==> src/rtl/imm4_packer.sv <==
// Packs 16-bit values that fit a 4-bit signed immediate into nibble lanes; out-of-range values are dropped and counted.
// Word appears the cycle after the 4th fitting accept or a flush; in_ready is low while the word waits for out_ready.
module imm4_packer (
  input  logic        clk,
  input  logic        rst,
  input  logic        in_valid,
  output logic        in_ready,
  input  logic [15:0] in_data,
  input  logic        flush,
  output logic        out_valid,
  input  logic        out_ready,
  output logic [15:0] out_data,
  output logic [2:0]  out_count,
  output logic        ovf_err,
  output logic [7:0]  ovf_cnt
);

  localparam logic [0:0] FILL = 1'b0;
  localparam logic [0:0] HOLD = 1'b1;

  logic [0:0]  state;
  logic [15:0] acc;
  logic [15:0] acc_nxt;
  logic [1:0]  lane_idx;
  logic [2:0]  cnt_nxt;
  logic        accept;
  logic        fits;
  logic        take;
  logic        drop;
  logic        emit;

  assign out_valid = (state == HOLD);
  assign in_ready  = ~out_valid;
  assign accept    = in_valid & in_ready;

  // A value fits in 4 signed bits when bits [15:3] are a pure sign extension.
  assign fits = (in_data[15:3] == 13'h0000) || (in_data[15:3] == 13'h1fff);
  assign take = accept & fits;
  assign drop = accept & ~fits;

  always_comb begin
    acc_nxt = acc;
    if (take) begin
      case (lane_idx)
        2'd0:    acc_nxt[3:0]   = in_data[3:0];
        2'd1:    acc_nxt[7:4]   = in_data[3:0];
        2'd2:    acc_nxt[11:8]  = in_data[3:0];
        default: acc_nxt[15:12] = in_data[3:0];
      endcase
    end
  end

  // Lane count after this cycle's input; flush sees the input taken in the same cycle.
  assign cnt_nxt = {1'b0, lane_idx} + {2'b00, take};
  assign emit    = (state == FILL) &&
                   ((cnt_nxt == 3'd4) || (flush && (cnt_nxt != 3'd0)));

  always_ff @(posedge clk or posedge rst) begin
    if (rst) begin
      state     <= FILL;
      acc       <= 16'h0000;
      lane_idx  <= 2'd0;
      out_data  <= 16'h0000;
      out_count <= 3'd0;
      ovf_err   <= 1'b0;
      ovf_cnt   <= 8'd0;
    end else begin
      ovf_err <= drop;
      if (drop && (ovf_cnt != 8'hff)) begin
        ovf_cnt <= ovf_cnt + 8'd1;
      end

      if (state == FILL) begin
        if (emit) begin
          state     <= HOLD;
          out_data  <= acc_nxt;
          out_count <= cnt_nxt;
          acc       <= 16'h0000;
          lane_idx  <= 2'd0;
        end else begin
          acc      <= acc_nxt;
          lane_idx <= cnt_nxt[1:0];
        end
      end else if (out_ready) begin
        state <= FILL;
      end
    end
  end

endmodule
==> config.mk <==
export PLATFORM = sky130hd
export DESIGN_NAME = imm4_packer
export DESIGN_NICKNAME = d
export VERILOG_FILES = /design/src/rtl/imm4_packer.sv
export SDC_FILE = /design/constraint.sdc
export NUM_CORES = 1
export LEC_CHECK = 0
export BUFFER_PORTS_ARGS = -buffer_cell sky130_fd_sc_hd__buf_4
export CAP_MARGIN = 10
export CORE_MARGIN = 1.5
export CORE_UTILIZATION = 40
export DETAILED_ROUTE_END_ITERATION = 16
export GPL_TIMING_DRIVEN = 0
export SYNTH_ARGS = -nofsm -noshare
export SYNTH_HDL_FRONTEND = slang
export SYNTH_SLANG_ARGS = --single-unit
==> constraint.sdc <==
create_clock -name clk -period 4.1 [get_ports clk]
set_input_delay 0.615 -clock clk [delete_from_list [all_inputs] [get_ports clk]]
set_output_delay 0.615 -clock clk [all_outputs]
set_load 0.005 [all_outputs]
# ---- Yosys cells after proc, flatten, opt, wreduce, memory -nomap -nowiden
# Index checks and enable logic that the tools add are counted.
# Widths: inputs -> output; s select.
dict set report totals {
  ff_bits 47
  input_bits 21
  output_inout_bits 30
  elab_cells 39
}
dict set report op_classes {
  addsub 2
  eq_ne 5
  n_mux 10
  n_bitwise 5
  reduce_logical 10
}
# operator n
set op_table {}
lappend op_table {{$mux 16} 2}
lappend op_table {{$mux 4} 4}
lappend op_table {{$eq 13x13->1 const B} 1}
lappend op_table {{$logic_not 13->1} 1}
lappend op_table {{$add 8x1->8 const B} 1}
lappend op_table {{$ne 8x8->1 const B} 1}
lappend op_table {{$add 2x1->3} 1}
lappend op_table {{$and 1x1->1} 3}
lappend op_table {{$eq 3x3->1 const B} 1}
lappend op_table {{$logic_and 1x1->1} 3}
lappend op_table {{$mux 1} 3}
lappend op_table {{$reduce_bool 3->1} 1}
lappend op_table {{$reduce_or 3->1} 1}
lappend op_table {{$eq 2x1->1 const B} 1}
lappend op_table {{$eq 2x2->1 const B} 1}
lappend op_table {{$logic_not 2->1} 1}
lappend op_table {{$logic_or 1x1->1} 2}
lappend op_table {{$mux 2} 1}
lappend op_table {{$not 1->1} 2}
lappend op_table {{$reduce_and 2->1} 1}

# ---- Depth between registers and ports, before layout
# Gate-level depths: netlist of the first run.
dict set report depth {
  depth_word 10
  mapped_depth 15
  ltp_nobuf 11
}

# ---- Least setup slack after synthesis of the first run
# Ideal clock, no wire load.
dict set report synth_timing {
  path_type {in2reg}
  from {input port in_data[13]}
  to {register out_data[10]}
  setup_ns 0.126
  t_arrival_ns 3.041
  setup_slack_ns 0.933
  path_stages 13
  path_buffers 2
  cell_sequence {nor4_1 -> and4_1 -> nor2_4 -> buf_6 -> nor2_1 -> ha_1 -> ha_1 -> nor2_1 -> mux2i_1 -> clkbuf_1 -> nor2_1 -> o31a_1 -> a221o_1}
}
dict set report synth_via {
  elab_chain_cells 9
  word_cells_on_any_way 12
  classes_between {1 x add/sub; 2 x eq/ne; 1 x mux; 1 x bitwise; 7 x reduce/logical}
}
# element line
set synth_rtl {}
lappend synth_rtl {{start, declared} 8} ;# input logic [15:0] in_data,
lappend synth_rtl {{$eq 13x13->1 or $logic_not 13->1 (tied branches)} 37} ;# assign fits = (in_data[15:3] == 13'h0000) || (in_data[15:3] == 13'h1fff);
lappend synth_rtl {{$logic_or 1x1->1 *} 37}
lappend synth_rtl {{$and 1x1->1 *} 38} ;# assign take = accept & fits;
lappend synth_rtl {{$add 2x1->3 *} 54} ;# assign cnt_nxt = {1'b0, lane_idx} + {2'b00, take};
lappend synth_rtl {{via cnt_nxt[1]} 25} ;# logic [2:0] cnt_nxt;
lappend synth_rtl {{$reduce_bool 3->1} 56} ;# ((cnt_nxt == 3'd4) || (flush && (cnt_nxt != 3'd0)));
lappend synth_rtl {{$logic_and 1x1->1} 56}
lappend synth_rtl {{$logic_or 1x1->1 *} 56}
lappend synth_rtl {{$logic_and 1x1->1 *} 55} ;# assign emit = (state == FILL) &&
lappend synth_rtl {{$reduce_and 2->1 (no line) *} n/a}
lappend synth_rtl {{end signal, assigned} 76} ;# out_data <= acc_nxt;
lappend synth_rtl {{end, declared} 12} ;# output logic [15:0] out_data,
# The timed path passes the listed nets; every way through them passes the cells marked *.
# A chain may end at the register's enable or synchronous reset.

# ---- Worst setup path after layout of the first run
dict set report layout_timing {
  from {input port in_data[8]}
  to {register acc[3]}
}
dict set report layout_via {
  elab_chain_cells 9
  word_cells_on_any_way 12
  classes_between {1 x add/sub; 2 x eq/ne; 2 x mux; 1 x bitwise; 6 x reduce/logical}
}
# element line
set layout_rtl {}
lappend layout_rtl {{$eq 13x13->1 or $logic_not 13->1 (tied branches)} 37}
lappend layout_rtl {{$logic_or 1x1->1 *} 37}
lappend layout_rtl {{$and 1x1->1 *} 38}
lappend layout_rtl {{$add 2x1->3 *} 54}
lappend layout_rtl {{via cnt_nxt[1]} 25}
lappend layout_rtl {{$reduce_bool 3->1} 56}
lappend layout_rtl {{$logic_and 1x1->1} 56}
lappend layout_rtl {{$logic_or 1x1->1 *} 56}
lappend layout_rtl {{$logic_and 1x1->1 *} 55}
lappend layout_rtl {{$mux 16 *} 74} ;# if (emit) begin
lappend layout_rtl {{end signal, assigned} 81} ;# acc <= acc_nxt;
lappend layout_rtl {{end, declared} 22} ;# logic [15:0] acc;
# Marks and branches as above.

==> results of run 1 <==
## kinds of logic (layout without fill, tap and decap cells)
group,count (synthesis),after routing,synth area share
AO/OA/AOI/OAI,45,45,0.140
XOR/XNOR,5,5,0.0191
adder cells (fa/ha/maj),3,3,0.0164
buffers and inverters,11,70,0.0223
flip-flops,47,47,0.512
multiplexers,8,8,0.0376
AND/OR/NAND/NOR,102,102,0.253
## state kept, by name, indices dropped and copies added (netlist names)
| register | count |
|---|---|
| out_data | 16 |
| lane_idx | 2 |
| acc | 16 |
| ovf_err | 1 |
| ovf_cnt | 8 |
| out_count | 3 |
| out_valid | 1 |
## cell type report
class | instances | area [um^2]
Sequential cell | 47 | 1180
Fill cell | 500 | 2600
Buffer | 8 | 40.0
Inverter | 3 | 11.3
Clock inverter | 2 | 38.8
Clock buffer | 6 | 82.6
Tap cell | 72 | 90.1
Timing Repair Buffer | 51 | 395
Multi-Input combinational cell | 163 | 1070
## layout by cell type (no fill, tap or decap), types with 2 or more instances in the layout
master	count
buf_4	50
dfrtp_1	47
o21ai_0	18
nand2_1	17
nand3_1	17
nor2_1	16
a221o_1	16
and2_1	15
mux2i_1	6
nand4_1	6
nand2b_1	6
clkbuf_8	6
clkbuf_1	5
and3_1	4
xnor2_1	4
a21oi_1	4
nor3b_1	4
nor4_1	3
nor3_2	3
o31a_1	3
ha_1	3
buf_2	2
nor3_1	2
nor2b_1	2
o21ai_1	2
## cells in the mapped netlist
cell      number
and2_0         1
nor3_2         3
nand2_1       17
nor3_4         1
buf_2          2
inv_1          2
nor4_4         1
nor3b_1        4
o211ai_1       1
and3_1         4
or2_1          1
clkinv_1       1
mux2i_1        6
xnor2_1        4
and2_1        15
mux2_2         1
nor3_1         2
o21ai_1        2
a21oi_1        4
and4_1         1
mux2_4         1
ha_1           3
or2_2          1
o21ai_0       18
a221o_1       16
o31a_1         3
nand4_1        6
dfrtp_1       47
buf_6          1
clkbuf_1       5
nand2b_1       6
xor2_1         1
nor2b_1        2
nor2_1        16
nor2_4         1
a31oi_1        1
nand3_1       17
nor4_1         3
## power groups by stage
| stage | clock network [mW] | registers [mW] | logic, mW |
|---|---|---|---|
| 3_3_place_gp | 0 | 0.559 | 0.180 |
| 4_1_cts | 0.365 | 0.552 | 0.186 |
| 2_1_floorplan | 0 | 0.556 | 0.0827 |
| 5_1_grt | 0.394 | 0.559 | 0.202 |
| 3_5_place_dp | 0 | 0.560 | 0.185 |
| 6_report | 0.357 | 0.553 | 0.183 |
## how the worst max path moves through the flow
stage	to	slack, ps	cells past startpoint
6_report	acc[3]	600	16
4_1_cts	acc[3]	540	16
5_1_grt	acc[0]	250	16
3_5_place_dp	acc[3]	240	16
3_3_place_gp	acc[2]	270	16
2_1_floorplan	out_data[10]	930	13
## critical path: cells and delay by family
kind                     cells  cell delay (ps)
AO/OA/AOI/OAI                1              110
adder cells (fa/ha/maj)      2              420
buffers and inverters        5             1060
multiplexers                 1              270
AND/OR/NAND/NOR              7             1230
## stage by stage
step	std cells	setup slack, ps	util	total power [mW]	cell area, um^2
after detailed placement	344	242	0.505	0.745	2780
after global placement	343	272	0.501	0.738	2760
final	352	600	0.527	1.09	2900
after global routing	352	253	0.527	1.16	2900
after floorplan	221	933	-	0.639	2300
after CTS	352	537	0.527	1.10	2900
## metal layers
layer,vias up,wire [um]
met5,-,0
li1,929,-
met4,0,29
met3,2,232
met1,861,2570
met2,48,2400
==> metrics.csv, run 1 <==
stage,metric,value,unit
run_status,status,completed,
final_layout,share of layout cells above drive strength 1,0.257,
grt,busiest grt layer,met2,
synthesis,Mapped Cells,221,
clock_tree,post-CTS sizing,0,
routing,Routed Wire Length,5.23,mm
pwr,Gate power share,0.167,
routing,DR WL/cell,14.9,um
grt,initial antenna violation count,0,
clock_tree,H-tree levels,2,
timing,clk_skew,5.74,ps
floorplanning,die area,6200,um^2
synthesis,post-synth cell types,38,
floorplanning,# rows,27,
place,Placer Congestion,0.815,
setup_path,Worst Setup Path Type,primary input to flip-flop,
clock_tree,TritonCTS Buffers,5,
synthesis,Synth Warn #,0,
floorplanning,Die X,78.8,um
pwr,Switch Pwr,277,uW
grt,Global Route Usage Sum,0.184,
setup_path,Worst Path Arrival,3710,ps
synthesis,Syn Std Cell Area,2300,um^2
routing,drt pass-1 iters,4,
timing,min cycle time layout,3500,ps
synthesis,post-synth top area share,0.512,
timing,fin crit share,0.854,
setup_path,CP startpoint,in_data[8],
clock_tree,CTS max path bufs,2,
grt,largest net degree at the start of global routing,37,
synthesis,Synth Area per Inst,10.4,um^2
timing,RSZ-0062 raised after global routing,false,
timing,hold slack,244,ps
pwr,Switching Share,0.253,
clock_tree,"Clk pin slew, worst setup/hold paths",90,ps
floorplanning,Die H,78.8,um
synthesis,sequential fraction of the synthesis area,0.512,
setup_path,r2r endpoint,acc[3],
clock_tree,CTS tree,yes,
grt,vias in the first global route,1748,
timing,worst-margin pin slew,854,ps
clock_tree,Hold Buf Count CTS,0,
grt,met2 Usage GRT,0.288,
timing,Hold Fails Final Rpt,0,
synthesis,register bit count reported by yosys,47,
clock_tree,Post-CTS Setup Inserts,0,
floorplanning,Initial Util,0.417,
clock_tree,clk root buf,clkbuf_8,
setup_path,CP max FO,10,
flow_run,Max-Cap Viols,0,
pwr,clock power share,0.327,
final_layout,Nets,303,
pwr,Reg power frac,0.506,
grt,met3 Use GR,0.0425,
synthesis,largest area contributor in the netlist,dfrtp_1,
setup_path,CP max stage cell,and4_1,
timing,Fmax,0.286,GHz
pwr,Power Internal,816,uW
setup_path,Setup crit end kind,flip-flop,
routing,via count,1840,
pwr,Lkg Pwr,1.38,nW
routing,Antenna Nets Post-Route,0,
place,Buffers on Ports,50,
timing,Slew HR,0.430,
pwr,Power per Cell Area,376,nW/um^2
clock_tree,Clock Sink Count,47,
floorplanning,Std-Cell Core Area,5510,um^2
routing,Via density,5.23,
synthesis,net count after synthesis,245,
setup_path,cells on worst reg2reg path,13,
timing,setup tns final,0,ps
pwr,maximum VDD drop,0.232,mV
setup_path,R2R setup slack,800,ps
synthesis,ranking of synthesized cells by area,"dfrtp_1, a221o_1, and2_1",
grt,grt ovf,0,
setup_path,crit start category,primary input,
routing,initial DRC count,106,
final_layout,# diodes,0,
grt,GRT met1 Usage,0.258,
grt,first-pass GRT wire length,8.64,mm
setup_path,worst-path cell chain,"buf_4, nor4_1, and4_1, nor2_4, buf_6, nor2_1, ha_1, ha_1, nor2_1, mux2i_1, or2_1, clkbuf_1, buf_2, buf_2, nand3_1, o21ai_0",
routing,DRC Markers,0,
setup_path,crit-path max cell delay,370,ps
setup_path,Worst Path Required,4310,ps
min_path,Hold Path Class,primary input to asynchronous set/reset pin,
clock_tree,clock latency on the worst-skew pair,300,ps
setup_path,worst flop-to-flop path startpoint,out_valid,
timing,max-slew violations,0,
final_layout,Layout area overhead,26.4,%
place,detailed-placement wirelength estimate,3.87,mm
timing,Final setup viols,0,
floorplanning,io pins,51,
(Power assumes the default switching activity.)
==> run 2: changes to the inputs <==
BUFFER_PORTS_ARGS = not set   (was -buffer_cell sky130_fd_sc_hd__buf_4)
DONT_BUFFER_PORTS = 1   (was not set)
SLEW_MARGIN = 10   (was not set)
clock period = 3 ns   (was 4.1 ns; I/O delays follow)
==> run 2 against run 1 <==
Compared with the run above:
- die area stayed put
- critical path depth is 3 lower
- combinational power fell by 26%
- utilization fell by 6.2 points
- total power increased by 28%
- sequential share of layout area up 5.4 points
- hold slack got worse by 220 ps
- sequential cell count unchanged
- non-clock buffer count fell by 51
- sequential power rose by 39%
- largest power group unchanged
==> metrics.csv, run 2 (synthesized netlist as in run 1, its figures left out) <==
stage,metric,value,unit,change
min_path,Hold Path Class,primary input to asynchronous set/reset pin,,unchanged
pwr,maximum VDD drop,0.272,mV,was 0.232 mV
grt,initial antenna violation count,0,,unchanged
timing,RSZ-0062 raised after global routing,false,,unchanged
clock_tree,TritonCTS Buffers,5,,unchanged
floorplanning,io pins,51,,unchanged
final_layout,most frequent cells in the layout,"dfrtp_1, o21ai_0, nand2_1, nand3_1, a221o_1",,"was buf_4, dfrtp_1, o21ai_0"
clock_tree,Hold Buf Count CTS,0,,unchanged
clock_tree,clock latency on the worst-skew pair,300,ps,about the same
flow_run,Max-Cap Viols,0,,unchanged
setup_path,Setup crit end kind,flip-flop,,unchanged
grt,largest net degree at the start of global routing,28,,was 37
final_layout,Nets,252,,was 303
grt,vias in the first global route,1679,,"was 1,748"
setup_path,worst-path cell chain,"nor4_1, and4_4, nor2_4, buf_6, nor2_1, ha_1, ha_1, nor2_2, mux2i_1, buf_4, nor2_1, o31a_1, a221o_1",,"was buf_4, nor4_1, and4_1, nor2_4, buf_6, nor2_1, ha_1, ha_1, nor2_1, mux2i_1, or2_1, clkbuf_1, buf_2, buf_2, nand3_1, o21ai_0"
grt,met2 Usage GRT,0.316,,was 0.288
timing,min cycle time layout,2840,ps,
clock_tree,Clock Sink Count,47,,unchanged
final_layout,biggest regs,"acc x16, out_data x16, ovf_cnt x8",,unchanged
clock_tree,clk root buf,clkbuf_8,,unchanged
setup_path,crit start category,primary input,,unchanged
clock_tree,"Clk pin slew, worst setup/hold paths",90,ps,about the same
timing,Fmax,0.352,GHz,
clock_tree,H-tree levels,2,,unchanged
place,Placer Congestion,0.814,,was 0.815
timing,hold slack,26.6,ps,was 244 ps
pwr,Power per Cell Area,545,nW/um^2,was 376 nW/um^2
setup_path,Worst Path Required,3190,ps,was 4310 ps
setup_path,crit-path max cell delay,320,ps,was 370 ps
routing,DR WL/cell,17.8,um,was 14.9 um
routing,drt pass-1 iters,5,,was 4
grt,first-pass GRT wire length,8.77,mm,was 8.64 mm
setup_path,cells on worst reg2reg path,11,,was 13
setup_path,Worst Setup Path Type,primary input to flip-flop,,unchanged
final_layout,Layout area overhead,11.6,%,was 26.4%
place,Buffers on Ports,0,,was 50
setup_path,Worst path top cell family by delay,simple AND/OR/NAND/NOR gates,,unchanged
floorplanning,Die H,78.8,um,unchanged
clock_tree,CTS tree,yes,,unchanged
grt,busiest grt layer,met2,,unchanged
grt,met3 Use GR,0.0529,,was 0.0425
routing,Routed Wire Length,5.36,mm,was 5.23 mm
final_layout,"most common cell after layout, fill and taps aside",dfrtp_1,,was buf_4
routing,Via density,5.67,,was 5.23
setup_path,"Buf+Inv Stages, Crit Path",2,,was 5
routing,DRC Markers,0,,unchanged
setup_path,Worst Path Arrival,3040,ps,was 3710 ps
setup_path,Worst path depth,13,,was 16
clock_tree,CTS max path bufs,2,,unchanged
floorplanning,# rows,27,,unchanged
timing,fin crit share,0.948,,
grt,GRT met1 Usage,0.239,,was 0.258
final_layout,share of layout cells above drive strength 1,0.140,,was 0.257
final_layout,Post-Layout Inst Area,2560,um^2,was 2900 um^2
timing,worst setup margin,156,ps,was 600 ps
timing,clk_skew,11.7,ps,was 5.74 ps
timing,max-slew violations,0,,unchanged
timing,worst-margin pin slew,538,ps,was 854 ps
place,Setup Slack @ Placement,-514,ps,was 242 ps
grt,grt ovf,0,,unchanged
timing,Final setup viols,0,,unchanged
floorplanning,Std-Cell Core Area,5510,um^2,unchanged
setup_path,CP max FO,10,,unchanged
routing,via count,1708,,"was 1,840"
floorplanning,die area,6200,um^2,unchanged
run_status,status,completed,,unchanged
routing,initial DRC count,85,,was 106
final_layout,# diodes,0,,unchanged
setup_path,CP max stage cell,a221o_1,,was and4_1
clock_tree,Post-CTS Setup Inserts,0,,unchanged
place,Placed Area,2410,um^2,was 2780 um^2
final_layout,fillcell total,531,,was 500
floorplanning,Initial Util,0.417,,unchanged
floorplanning,Die X,78.8,um,unchanged
pwr,Lkg Pwr,1.15,nW,was 1.38 nW
timing,Slew HR,0.639,,was 0.430
grt,Global Route Usage Sum,0.190,,was 0.184
timing,Hold Fails Final Rpt,0,,unchanged
place,detailed-placement wirelength estimate,3.89,mm,was 3.87 mm
routing,Antenna Nets Post-Route,0,,unchanged
run 2: cell count changes in the layout (fill, tap and decap cells not counted), sizes merged:
cell / change
buf: -50
clkbuf: -1
run 2: area by class of cell:
class                           count  area [um^2]  area share
Clock inverter                      2         38.8      0.0151
Clock buffer                        6         82.6      0.0322
Sequential cell                    47         1180       0.459
Buffer                              7         47.5      0.0186
Inverter                            3         11.3     0.00439
Timing Repair Buffer                1         20.0     0.00781
Tap cell                           72         90.1      0.0352
Multi-Input combinational cell    163         1100       0.428
run 2: power breakdown:
part / total, mW / internal [mW] / switching (mW)
Sequential: 0.767 / 0.691 / 0.0763
Combinational: 0.136 / 0.0707 / 0.0652
Clock: 0.494 / 0.274 / 0.220
Total: 1.40 / 1.04 / 0.361
run 2: layer usage:
metal,part of all wire,vias up
met4,0.0090,0
met2,0.49,53
met5,0,-
met1,0.44,831
met3,0.065,4
li1,-,820
run 2: timing repair:
item	in CTS	in global routing
pin swaps	1	0
resized for setup	7	9
setup endpoints to repair	32	26
run 2: per-stage QoR:
| stage | power [mW] | TNS [ps] | instances | utilization |
|---|---|---|---|---|
| 5_1_grt | 1.47 | 0 | 301 | 0.465 |
| 3_5_place_dp | 0.920 | -12980 | 294 | 0.437 |
| 4_1_cts | 1.42 | 0 | 301 | 0.463 |
| 3_3_place_gp | 0.910 | -12560 | 293 | 0.434 |
| 2_1_floorplan | 0.873 | 0 | 221 | - |
| 6_report | 1.40 | 0 | 301 | 0.465 |
run 2: worst paths after layout:
kind | startpoint | to | slack (ps)
max in group asynchronous | rst | ovf_cnt[7] | 2470
min reg2reg | acc[2] | out_data[2] | 500
min in group clk | out_ready | out_valid | 230
max reg2reg | out_valid | out_data[4] | 190
min | rst | out_data[4] | 30
max | in_data[13] | out_data[4] | 160
